`src/rtl/mips_ctrl_pkg.sv`:
```
// Shared types and encodings for the multicycle MIPS controller: state codes,
// opcode/funct values, ALU codes and datapath select codes.
package mips_ctrl_pkg;

  typedef enum logic [3:0] {
    S_FETCH  = 4'd0,
    S_DECODE = 4'd1,
    S_MEMADR = 4'd2,
    S_MEMRD  = 4'd3,
    S_MEMWB  = 4'd4,
    S_MEMWR  = 4'd5,
    S_EXEC   = 4'd6,
    S_ALUWB  = 4'd7,
    S_BEQ    = 4'd8,
    S_ADDIEX = 4'd9,
    S_ADDIWB = 4'd10,
    S_JUMP   = 4'd11,
    S_JAL    = 4'd12,
    S_JR     = 4'd13
  } state_t;

  localparam logic [5:0] OP_RTYPE = 6'b000000;
  localparam logic [5:0] OP_LW    = 6'b100011;
  localparam logic [5:0] OP_SW    = 6'b101011;
  localparam logic [5:0] OP_BEQ   = 6'b000100;
  localparam logic [5:0] OP_ADDI  = 6'b001000;
  localparam logic [5:0] OP_J     = 6'b000010;
  localparam logic [5:0] OP_JAL   = 6'b000011;

  localparam logic [5:0] FN_ADD = 6'b100000;
  localparam logic [5:0] FN_SUB = 6'b100010;
  localparam logic [5:0] FN_AND = 6'b100100;
  localparam logic [5:0] FN_OR  = 6'b100101;
  localparam logic [5:0] FN_SLT = 6'b101010;
  localparam logic [5:0] FN_JR  = 6'b001000;

  localparam logic [2:0] ALU_ADD = 3'b010;
  localparam logic [2:0] ALU_SUB = 3'b110;
  localparam logic [2:0] ALU_AND = 3'b000;
  localparam logic [2:0] ALU_OR  = 3'b001;
  localparam logic [2:0] ALU_SLT = 3'b111;

  // aluop NONE yields alucontrol 000 so idle states drive all-zero controls
  localparam logic [1:0] ALUOP_NONE  = 2'b00;
  localparam logic [1:0] ALUOP_ADD   = 2'b01;
  localparam logic [1:0] ALUOP_SUB   = 2'b10;
  localparam logic [1:0] ALUOP_FUNCT = 2'b11;

  localparam logic [1:0] PCSRC_ALU    = 2'b00;
  localparam logic [1:0] PCSRC_ALUOUT = 2'b01;
  localparam logic [1:0] PCSRC_JUMP   = 2'b10;
  localparam logic [1:0] PCSRC_REGA   = 2'b11;

  localparam logic [1:0] SRCB_B     = 2'b00;
  localparam logic [1:0] SRCB_FOUR  = 2'b01;
  localparam logic [1:0] SRCB_IMM   = 2'b10;
  localparam logic [1:0] SRCB_IMMSH = 2'b11;

  localparam logic [1:0] RDST_RT = 2'b00;
  localparam logic [1:0] RDST_RD = 2'b01;
  localparam logic [1:0] RDST_RA = 2'b10;

  localparam logic [1:0] M2R_ALUOUT = 2'b00;
  localparam logic [1:0] M2R_MDR    = 2'b01;
  localparam logic [1:0] M2R_PC     = 2'b10;

  typedef struct packed {
    logic       memread;
    logic       memwrite;
    logic       iord;
    logic       irwrite;
    logic       pcen;
    logic [1:0] pcsrc;
    logic       alusrca;
    logic [1:0] alusrcb;
    logic [1:0] aluop;
    logic [1:0] regdst;
    logic [1:0] memtoreg;
    logic       regwrite;
  } ctrl_t;

endpackage

```
`src/rtl/multicycle_aludec.sv`:
```
// ALU decoder: maps the controller's aluop class plus the R-type funct field
// onto the 3-bit ALU control code.
module multicycle_aludec
  import mips_ctrl_pkg::*;
(
  input  logic [1:0] aluop,
  input  logic [5:0] funct,
  output logic [2:0] alucontrol
);

  always_comb begin
    alucontrol = ALU_AND;
    case (aluop)
      ALUOP_ADD: alucontrol = ALU_ADD;
      ALUOP_SUB: alucontrol = ALU_SUB;
      ALUOP_FUNCT: begin
        case (funct)
          FN_ADD:  alucontrol = ALU_ADD;
          FN_SUB:  alucontrol = ALU_SUB;
          FN_AND:  alucontrol = ALU_AND;
          FN_OR:   alucontrol = ALU_OR;
          FN_SLT:  alucontrol = ALU_SLT;
          default: alucontrol = ALU_ADD;
        endcase
      end
      default: alucontrol = ALU_AND;
    endcase
  end

endmodule

```
`src/rtl/multicycle_ctrl.sv`:
```
// Main controller FSM for the multicycle MIPS core: sequences the shared datapath,
// stalls on mem_ready and bounds every memory wait with a sticky-error timeout.
module multicycle_ctrl
  import mips_ctrl_pkg::*;
#(
  parameter int MAX_WAIT = 255,
  parameter int WAIT_W   = 8
) (
  input  logic       clk,
  input  logic       reset,
  input  logic [5:0] op,
  input  logic [5:0] funct,
  input  logic       zero,
  input  logic       mem_ready,
  output logic       memread,
  output logic       memwrite,
  output logic       iord,
  output logic       irwrite,
  output logic       pcen,
  output logic [1:0] pcsrc,
  output logic       alusrca,
  output logic [1:0] alusrcb,
  output logic [2:0] alucontrol,
  output logic [1:0] regdst,
  output logic [1:0] memtoreg,
  output logic       regwrite,
  output logic       mem_err,
  output logic [3:0] state_o
);

  state_t              state_q, state_d;
  logic [WAIT_W-1:0]   waitcnt_q, waitcnt_d;
  logic                mem_err_q, mem_err_d;
  logic                is_wait, timeout;
  ctrl_t               c, co;

  always_comb begin
    is_wait   = (state_q == S_FETCH) || (state_q == S_MEMRD) || (state_q == S_MEMWR);
    timeout   = is_wait && !mem_ready && (waitcnt_q == WAIT_W'(MAX_WAIT));
    mem_err_d = mem_err_q | timeout;
    waitcnt_d = '0;
    // counter only runs while stalled; any exit (ready or timeout) leaves it at zero
    if (is_wait && !mem_ready && !timeout) waitcnt_d = waitcnt_q + WAIT_W'(1);

    state_d = state_q;
    case (state_q)
      S_FETCH:  if (mem_ready) state_d = S_DECODE;
      S_DECODE: begin
        case (op)
          OP_LW, OP_SW: state_d = S_MEMADR;
          OP_RTYPE:     state_d = (funct == FN_JR) ? S_JR : S_EXEC;
          OP_BEQ:       state_d = S_BEQ;
          OP_ADDI:      state_d = S_ADDIEX;
          OP_J:         state_d = S_JUMP;
          OP_JAL:       state_d = S_JAL;
          default:      state_d = S_FETCH;
        endcase
      end
      S_MEMADR: state_d = (op == OP_LW) ? S_MEMRD : S_MEMWR;
      S_MEMRD:  if (mem_ready) state_d = S_MEMWB;
                else if (timeout) state_d = S_FETCH;
      S_MEMWR:  if (mem_ready || timeout) state_d = S_FETCH;
      S_EXEC:   state_d = S_ALUWB;
      S_ADDIEX: state_d = S_ADDIWB;
      default:  state_d = S_FETCH;
    endcase
  end

  always_ff @(posedge clk or negedge reset) begin
    if (!reset) begin
      state_q   <= S_FETCH;
      waitcnt_q <= '0;
      mem_err_q <= 1'b0;
    end else begin
      state_q   <= state_d;
      waitcnt_q <= waitcnt_d;
      mem_err_q <= mem_err_d;
    end
  end

  always_comb begin
    c = '0;
    case (state_q)
      S_FETCH: begin
        c.memread = 1'b1;
        if (mem_ready) begin
          c.irwrite = 1'b1;
          c.pcen    = 1'b1;
          c.alusrcb = SRCB_FOUR;
          c.aluop   = ALUOP_ADD;
          c.pcsrc   = PCSRC_ALU;
        end
      end
      S_DECODE: begin
        c.alusrcb = SRCB_IMMSH;
        c.aluop   = ALUOP_ADD;
      end
      S_MEMADR, S_ADDIEX: begin
        c.alusrca = 1'b1;
        c.alusrcb = SRCB_IMM;
        c.aluop   = ALUOP_ADD;
      end
      S_MEMRD: begin
        c.memread = 1'b1;
        c.iord    = 1'b1;
      end
      S_MEMWB: begin
        c.regdst   = RDST_RT;
        c.memtoreg = M2R_MDR;
        c.regwrite = 1'b1;
      end
      S_MEMWR: begin
        c.memwrite = 1'b1;
        c.iord     = 1'b1;
      end
      S_EXEC: begin
        c.alusrca = 1'b1;
        c.alusrcb = SRCB_B;
        c.aluop   = ALUOP_FUNCT;
      end
      S_ALUWB: begin
        c.regdst   = RDST_RD;
        c.memtoreg = M2R_ALUOUT;
        c.regwrite = 1'b1;
      end
      S_BEQ: begin
        c.alusrca = 1'b1;
        c.alusrcb = SRCB_B;
        c.aluop   = ALUOP_SUB;
        c.pcsrc   = PCSRC_ALUOUT;
        c.pcen    = zero;
      end
      S_ADDIWB: begin
        c.regdst   = RDST_RT;
        c.memtoreg = M2R_ALUOUT;
        c.regwrite = 1'b1;
      end
      S_JUMP: begin
        c.pcsrc = PCSRC_JUMP;
        c.pcen  = 1'b1;
      end
      S_JAL: begin
        c.pcsrc    = PCSRC_JUMP;
        c.pcen     = 1'b1;
        c.regdst   = RDST_RA;
        c.memtoreg = M2R_PC;
        c.regwrite = 1'b1;
      end
      S_JR: begin
        c.pcsrc = PCSRC_REGA;
        c.pcen  = 1'b1;
      end
      default: c = '0;
    endcase
  end

  // strobes must fall the moment reset asserts, not at the next clock edge
  assign co = reset ? c : '0;

  multicycle_aludec u_aludec (
    .aluop      (co.aluop),
    .funct      (funct),
    .alucontrol (alucontrol)
  );

  assign memread  = co.memread;
  assign memwrite = co.memwrite;
  assign iord     = co.iord;
  assign irwrite  = co.irwrite;
  assign pcen     = co.pcen;
  assign pcsrc    = co.pcsrc;
  assign alusrca  = co.alusrca;
  assign alusrcb  = co.alusrcb;
  assign regdst   = co.regdst;
  assign memtoreg = co.memtoreg;
  assign regwrite = co.regwrite;
  assign mem_err  = mem_err_q;
  assign state_o  = state_q;

endmodule

```
`config.mk`:
```
export PLATFORM = sky130hd
export DESIGN_NAME = multicycle_ctrl
export DESIGN_NICKNAME = d
export VERILOG_FILES = /design/src/rtl/mips_ctrl_pkg.sv /design/src/rtl/multicycle_aludec.sv /design/src/rtl/multicycle_ctrl.sv
export SDC_FILE = /design/constraint.sdc
export NUM_CORES = 1
export LEC_CHECK = 0
export CAP_MARGIN = 20
export CORE_MARGIN = 1
export CORE_UTILIZATION = 40
export CTS_BUF_LIST = sky130_fd_sc_hd__clkbuf_16
export DETAILED_ROUTE_END_ITERATION = 16
export PLACE_DENSITY_LB_ADDON = 0.08
export SETUP_SLACK_MARGIN = 0.1
export SLEW_MARGIN = 40
export SYNTH_ARGS = -nofsm -noshare
export SYNTH_HDL_FRONTEND = slang
export SYNTH_SLANG_ARGS = --single-unit
```
`constraint.sdc`:
```
create_clock -name clk -period 1.46 [get_ports clk]
set_input_delay 0.146 -clock clk [delete_from_list [all_inputs] [get_ports clk]]
set_output_delay 0.146 -clock clk [all_outputs]
set_load 0.01 [all_outputs]
```
* Word-level counts from Yosys, hierarchy flattened
Cells that the tools add are included.
Storage, ports and cells: memories 0, memory bits (read-only) 0, register bits after elaboration 13, latch bits 0, bits in writable memories 0, logic and storage cells 75
Cells by class: multipliers 0, muxes and demuxes 22, add/sub/neg operators 1, shift operators 0, div/mod/pow operators 0, reduce and logical (&&, ||, !) cells 17, bitwise gates (word level) 1, equal/unequal tests 31, order comparisons 0
Operator list (number):
- equality test 6 bit (second input constant) | 6
- one-hot mux 4 bit (7 select lines) | 1
- equality test 4 bit (second input constant) | 6
- 2-to-1 mux 4 bit | 6
- one-hot mux 3 bit (4 select lines) | 2
- one-hot mux 4 bit (6 select lines) | 1
- one-hot mux 4 bit (5 select lines) | 1
- one-hot mux 5 bit (4 select lines) | 1
- 2-to-1 mux 17 bit | 1
- equality test 4 x 3 -> 1 bit (second input constant) | 4
- equality test 6 x 2 -> 1 bit (second input constant) | 2
- equality test 6 x 4 -> 1 bit (second input constant) | 2
- OR reduction 2 bit | 5
- one-hot mux 3 bit (3 select lines) | 1
- adder 8 x 1 -> 8 bit (second input constant) | 1
- equality test 4 x 2 -> 1 bit (second input constant) | 2
- equality test 8 bit (second input constant) | 1
- 2-to-1 mux 8 bit | 1
- equality test 6 x 3 -> 1 bit (second input constant) | 1
- zero test 6 bit | 1
- 2-to-1 mux 3 bit | 2
- 2-to-1 mux 1 bit | 5
- equality test 2 bit (second input constant) | 2
- equality test 4 x 1 -> 1 bit (second input constant) | 1
- 11 further kinds | 16

* Longest topological paths before layout
Gate-level depths: netlist of the first run.
depth in word-level cells 8, gate-level depth with buffers 6, mapped depth without buffers 5

* Modules after synthesis
A second synthesis of the first run with hierarchy kept.
Second synthesis, totals: cells, all modules 147, area, all modules 1156.1 um2
By module, submodules not included:
- multicycle_ctrl | times used 1, seq. area each 325.3 um2, cells an instance 137, area an instance 1076.0 um2
- multicycle_aludec | times used 1, seq. area each 0.0 um2, cells an instance 10, area an instance 80.1 um2

* Worst setup path after synthesis of the first run
Ideal clock, no wire load.
path type register -> output, start point register state_q[3] (netlist: state_o[3]), end point output alucontrol[1], data required time 1.314 ns, path slack -0.139 ns, data arrival time 1.453 ns, cell stages (with the launch flop) 6, path through dfrtp_1 or3b_2 clkbuf_1 nor2_1 nand2_1 and3_1
On the way: word-level cells in the longest chain between the ends 6, elaborated cells on any way between the ends 13
Ends and longest elaborated chain:
- start, declared | RTL line multicycle_ctrl.sv:31 | state_t state_q, state_d;
- start signal, assigned | RTL line multicycle_ctrl.sv:75 | state_q <= state_d;
- equality test 4 x 2 -> 1 bit or equality test 4 bit (tied branches) | RTL line multicycle_ctrl.sv:83 | case (state_q)
- OR reduction 2 bit | RTL line multicycle_ctrl.sv:83
- one-hot mux 4 bit (5 select lines) * | RTL line multicycle_ctrl.sv:83
- 2-to-1 mux 17 bit * | RTL line multicycle_ctrl.sv:158 | assign co = reset ? c : '0;
- equality test 2 bit or equality test 2 x 1 -> 1 bit (tied branches) | RTL line multicycle_aludec.sv:13 | case (aluop)
- one-hot mux 3 bit (3 select lines) * | RTL line multicycle_aludec.sv:13
- end, declared | RTL line multicycle_ctrl.sv:23 | output logic [2:0] alucontrol,
Every way passes the cells marked *; elsewhere a longest branch is shown, timed or not.

* Final worst setup path of the first run
Ends and elaborated chain as after synthesis.

==> results.sh, run 1 <==
export IMPL_timing_rr_start="state_o[3]"
export IMPL_cts_root_buf="clkbuf_16"
export IMPL_maxCapViolations=0
export IMPL_fin_ws_ns=-0.291
export IMPL_setup_violations=27
export IMPL_violations="negative setup slack"
export IMPL_dp_hpwl_microns=2600
export IMPL_path_max_fanout=4
export IMPL_cts_sinks=13
export IMPL_dr_pass1_iters=4
export IMPL_synth_common_cells="nor2_1 (25), nand2_1 (17), dfrtp_1 (13), nor3_1 (12)"
export IMPL_power_leakage_nw=1.03
export IMPL_swShare=0.386
export IMPL_synth_top_area_frac=0.292
export IMPL_holdBufCountCts=0
export IMPL_fin_tns_setup_ns=-4.25
export IMPL_grt_pass1_wl_microns=5640
export IMPL_placedCellCount=241
export IMPL_io_buffers=38
export IMPL_power_switching_mw=1.20
export IMPL_viasPerCell=5.60
export IMPL_critPathCaptureType="output pin"
export IMPL_status="finished with violations"
export IMPL_fmax_mhz=571
export IMPL_dr_first_iter_drc_count=32
export IMPL_seq_power_share=0.152
export IMPL_grt_overflow=0
export IMPL_slew_violations=0
export IMPL_syn_area_sq_um=1110
export IMPL_cts_buffer_depth=2
export IMPL_synth_flop_cell="dfrtp_1"
export IMPL_drt_total_wl_microns=4420
export IMPL_io_pins=39
export IMPL_rsz0062_at_grt="true"
export IMPL_period_share=1.20
export IMPL_rows=18
export IMPL_place_gp_congestion=0.878
export IMPL_dieArea_sq_um=3000
export IMPL_async_reset_ff_frac=1.00
export IMPL_cts_tree="built"
export IMPL_drtAntennaViolNets=0
export IMPL_critical_path_required_ns=1.31
export IMPL_crit_path_start="state_o[3]"
export IMPL_p_comb_frac=0.682
export IMPL_grt_pass1_vias=1306
export IMPL_htreeDepth=1
export IMPL_n_antenna_cell=0
export IMPL_yosysMostFrequentCell="nor2_1"
export IMPL_p_clk_frac=0.166
export IMPL_hold_viol=0
export IMPL_track_usage=0.267
export IMPL_die_h_microns=54.7
export IMPL_min_path_type="flop to flop"
export IMPL_fillers=127
export IMPL_syn_area_per_cell_sq_um=7.42
export IMPL_wire_per_inst_microns=16.6
export IMPL_core_area_sq_um=2540
export IMPL_start_kind="flop"
export IMPL_cts_buffers=3
export IMPL_syn_nets=167
export IMPL_yosysWarnings=0
export IMPL_fin_nets=255
export IMPL_min_from="mem_err"
export IMPL_stdcell_count=267
export IMPL_start_util=0.437
export IMPL_ys_seq_area_frac=0.292
export IMPL_synth_distinct_cells=47
export IMPL_ir_drop_mv=1.54
export IMPL_critPathArrivalTime_ns=1.61
export IMPL_synth_area_top_cells="dfrtp_1 (29%), nor2_1 (8.4%), nand2_1 (5.7%)"
export IMPL_relSlewSlack=0.723
export IMPL_p_per_area_nw_per_um2=1380
export IMPL_clk_insertion_delay_late_ns=0.24
export IMPL_drcViolationCount=0
export IMPL_antenna_found_initial=0
export IMPL_yosysTopAreaCell="dfrtp_1"
export IMPL_p_int_mw=1.91
export IMPL_min_period_ns=1.75
export IMPL_postSynthCellCount=150
export IMPL_fin_skew_ns=0.00171
export IMPL_clk_pin_slew_ns=0.05
export IMPL_critPathKind="flop to output pin"
export IMPL_synth_edf_count=0
export IMPL_final_util=0.884
export IMPL_grt_max_degree=18
export IMPL_area_growth_pct=102
export IMPL_dieWidth_microns=54.7
export IMPL_ys_seq_elements=13
export IMPL_tightest_slew_ns=0.412
export IMPL_vias=1494
export IMPL_drive_above_1_share=0.536
[metal layers]
layer / vias up / track usage / part of all wire
met5: - / 0 / 0
met4: 0 / 0.0641 / 0.029
met3: 13 / 0.0694 / 0.060
met2: 65 / 0.480 / 0.50
met1: 710 / 0.310 / 0.41
li1: 706 / - / -
[layout by cell type, fill, tap and decap left out, drive strengths merged, types with 2 or more instances in the layout]
master | Yosys | routed
clkdlybuf4s15 | 0 | 3
nand2 | 17 | 17
inv | 4 | 5
or3 | 2 | 2
buf | 5 | 75
o21ai | 2 | 2
nor2 | 25 | 25
nor4 | 2 | 2
a21boi | 3 | 3
xor2 | 5 | 5
and3 | 2 | 2
nand4b | 2 | 2
nor4b | 2 | 2
nor3 | 12 | 12
or3b | 2 | 2
clkbuf | 7 | 4
o21a | 2 | 2
a21oi | 4 | 4
nand3 | 7 | 7
xnor2 | 5 | 5
clkdlybuf4s50 | 0 | 12
dlygate4sd2 | 0 | 3
nand2b | 5 | 5
dfrtp | 13 | 13
[critical path, cell delays in order (launching register included)]
cell,delay [ns]
dfrtp_2,0.43
or3b_4,0.44
buf_6,0.15
o31ai_4,0.04
and3_4,0.20
buf_6,0.09
[repair_timing]
| action | 4_1_cts | 5_1_grt |
|---|---|---|
| setup endpoints to repair | 35 | 33 |
| gates resized for setup | 120 | 37 |
| buffers inserted | 16 | 8 |
| hold endpoints to repair | 0 | 0 |
| pin swaps | 12 | 14 |
[cell type report]
cell class	instances	area, sq um	share of cell area
inverters	4	15.0	0.00667
flip-flops and latches	13	329	0.146
well taps	30	37.5	0.0167
multi-input cells	121	956	0.425
clock inverters	1	3.75	0.00167
repair buffers	95	835	0.371
clock buffers	3	75.1	0.0334
[metrics by stage]
step                power (mW)  hold slack, ns  setup slack, ns  instance area [sq um]
floorplan                 1.21          -0.150          -0.0695                   1180
global route              3.24           0.474           -0.335                   2250
detailed placement        1.80           0.451           -0.479                   1790
global placement          1.76           0.452           -0.461                   1790
CTS                       2.77           0.465           -0.281                   2080
finish                    3.11           0.464           -0.291                   2250
[power groups by stage]
stage	clock network (mW)	logic (mW)	registers, mW
2_1_floorplan	0	0.722	0.490
3_3_place_gp	0	1.30	0.463
3_5_place_dp	0	1.33	0.469
4_1_cts	0.516	1.79	0.465
5_1_grt	0.541	2.22	0.478
6_report	0.518	2.12	0.472
[kinds of logic after synthesis]
logic type               count (synthesis)  share of synthesized area
AND/OR/NAND/NOR                         85                      0.380
AO/OA/AOI/OAI                           25                      0.172
buffers and inverters                   16                     0.0652
flip-flops                              13                      0.292
XOR/XNOR                                10                     0.0787
adder cells (fa/ha/maj)                  1                     0.0112
[flip-flops by register name, summed over array words and instances (netlist names)]
signal	flops
mem_err	1
state_o	4
waitcnt_q	8
[final timing paths]
path	end	slack, ns	depth (start not counted)
max in group asynchronous	state_o[2]	0.76	3
min in group asynchronous	state_o[0]	0.53	3
worst min register to register	mem_err	0.46	1
worst min-delay path	mem_err	0.46	1
worst max-delay path	alucontrol[1]	-0.29	5
worst max register to register	state_o[1]	-0.28	5
(Power assumes the default switching activity.)
==> inputs of run 2 (changes only) <==
--- a/config.mk
+++ b/config.mk
@@ -5,7 +5,6 @@
 export SDC_FILE = /design/constraint.sdc
 export NUM_CORES = 1
 export LEC_CHECK = 0
-export CAP_MARGIN = 20
 export CORE_MARGIN = 1
 export CORE_UTILIZATION = 40
 export CTS_BUF_LIST = sky130_fd_sc_hd__clkbuf_16
@@ -16,3 +15,4 @@
 export SYNTH_ARGS = -nofsm -noshare
 export SYNTH_HDL_FRONTEND = slang
 export SYNTH_SLANG_ARGS = --single-unit
+export TNS_END_PERCENT = 50
==> results.sh, run 2 (synthesis gave the netlist of run 1 again) <==
export IMPL_critPathArrivalTime_ns=1.61
export IMPL_dr_first_iter_drc_count=31
export IMPL_grt_overflow=0
export IMPL_fin_tns_setup_ns=-4.21
export IMPL_cts_buffer_depth=2
export IMPL_status="finished with violations"
export IMPL_vias=1542
export IMPL_dr_pass1_iters=4
export IMPL_relSlewSlack=0.721
export IMPL_critPathSlowestCell="or3b_4"
export IMPL_fin_nets=252
export IMPL_largest_register="waitcnt_q"
export IMPL_final_cell_mix="buf_4 (41), nor2_1 (17), buf_6 (17)"
export IMPL_ir_drop_mv=1.44
export IMPL_final_util=0.850
export IMPL_core_area_sq_um=2540
export IMPL_critPathCaptureType="output pin"
export IMPL_multiInputGateArea_sq_um=915
export IMPL_maxCapViolations=0
export IMPL_finalPower_mw=2.98
export IMPL_drive_above_1_share=0.487
export IMPL_htreeDepth=1
export IMPL_drtAntennaViolNets=0
export IMPL_fin_skew_ns=0.00257
export IMPL_ff_latch_area_sq_um=328
export IMPL_cts_buffers=3
export IMPL_violations="negative setup slack"
export IMPL_rows=18
export IMPL_grt_max_degree=18
export IMPL_drt_total_wl_microns=4800
export IMPL_die_h_microns=54.7
export IMPL_critPathTopFamily="simple AND/OR/NAND/NOR gates"
export IMPL_final_common_cell="buf_4"
export IMPL_clk_pin_slew_ns=0.05
export IMPL_fillers=132
export IMPL_setup_violations=28
export IMPL_crit_path_cell_trace="or3b_4 -> buf_6 -> a21boi_1 -> buf_2"
export IMPL_critical_path_required_ns=1.31
export IMPL_r2r_cells=5
export IMPL_critPathKind="flop to output pin"
export IMPL_place_gp_congestion=0.824
export IMPL_drcViolationCount=0
export IMPL_path_max_fanout=4
export IMPL_period_share=1.20
export IMPL_critPathMaxStageDelay_ns=0.45
export IMPL_rsz0062_at_grt="true"
export IMPL_dp_hpwl_microns=2560
export IMPL_fmax_mhz=571
export IMPL_viasPerCell=5.84
export IMPL_track_usage=0.301
export IMPL_min_period_ns=1.75
export IMPL_holdBufCountCts=0
export IMPL_tightest_slew_ns=0.412
export IMPL_start_kind="flop"
export IMPL_power_leakage_nw=0.977
export IMPL_path_buf_inv=2
export IMPL_dieArea_sq_um=3000
export IMPL_slew_violations=0
export IMPL_cts_root_buf="clkbuf_16"
export IMPL_grt_pass1_wl_microns=6430
export IMPL_placedCellCount=245
export IMPL_grt_pass1_vias=1423
export IMPL_wire_per_inst_microns=18.2
export IMPL_n_antenna_cell=0
export IMPL_hold_viol=0
export IMPL_area_growth_pct=94.4
export IMPL_min_path_type="input pin to asynchronous set/reset pin"
export IMPL_p_per_area_nw_per_um2=1380
export IMPL_stdcell_count=264
export IMPL_clk_insertion_delay_late_ns=0.24
export IMPL_io_pins=39
export IMPL_cts_sinks=13
export IMPL_dieWidth_microns=54.7
export IMPL_largest_reg_flops=8
export IMPL_hold_ws_ns=0.368
export IMPL_antenna_found_initial=0
export IMPL_crit_cells=4
export IMPL_fin_ws_ns=-0.292
export IMPL_start_util=0.437
export IMPL_cts_tree="built"
export IMPL_io_buffers=38
## run 2: cell types whose count changed in the layout (fill, tap and decap cells not counted), sizes merged
cell	change
dlymetal6s2s	-1
clkdlybuf4s50	+4
clkbuf	-1
buf	-5
## run 2: final timing paths
check,slack [ns],to,start
max,-0.29,alusrca,state_o[0]
min reg2reg,0.49,mem_err,mem_err
min in group clk,0.49,mem_err,mem_err
min,0.37,waitcnt_q[0],reset
max reg2reg,-0.24,state_o[2],state_o[0]
max in group asynchronous,0.92,state_o[3],reset
## run 2: stage by stage
step,worst slack (ns),area [sq um]
after floorplan,-0.0698,1170
after global placement,-0.468,1810
after detailed placement,-0.512,1810
after CTS,-0.228,2030
after global routing,-0.328,2160
final,-0.292,2160
## run 2: what timing repair did
item,CTS,global route
setup endpoints to repair,34,33
setup buffers,10,4
gates cloned,1,0
endpoints found under the hold margin,0,0
gates resized for setup,114,20
pin swaps,13,7
## run 2: where the power goes
part / switching (mW) / leakage [nW] / internal, mW
Combinational: 0.954 / 0.760 / 1.03
Sequential: 0.0689 / 0.175 / 0.419
Clock: 0.149 / 0.0423 / 0.361
## run 2: layout make-up
type | instances | area share
Clock buffer | 3 | 0.0347
Clock inverter | 1 | 0.00174
Inverter | 4 | 0.00694
Multi-Input combinational cell | 121 | 0.423
Sequential cell | 13 | 0.152
Tap cell | 30 | 0.0174
Timing Repair Buffer | 92 | 0.365
## run 2: layer usage
metal  vias up  track usage  wire [microns]
li1        694            -               -
met1       756        0.382            1950
met2        70        0.526            2450
met3        22       0.0639             213
met4         0       0.0470             181
met5         -            0               0
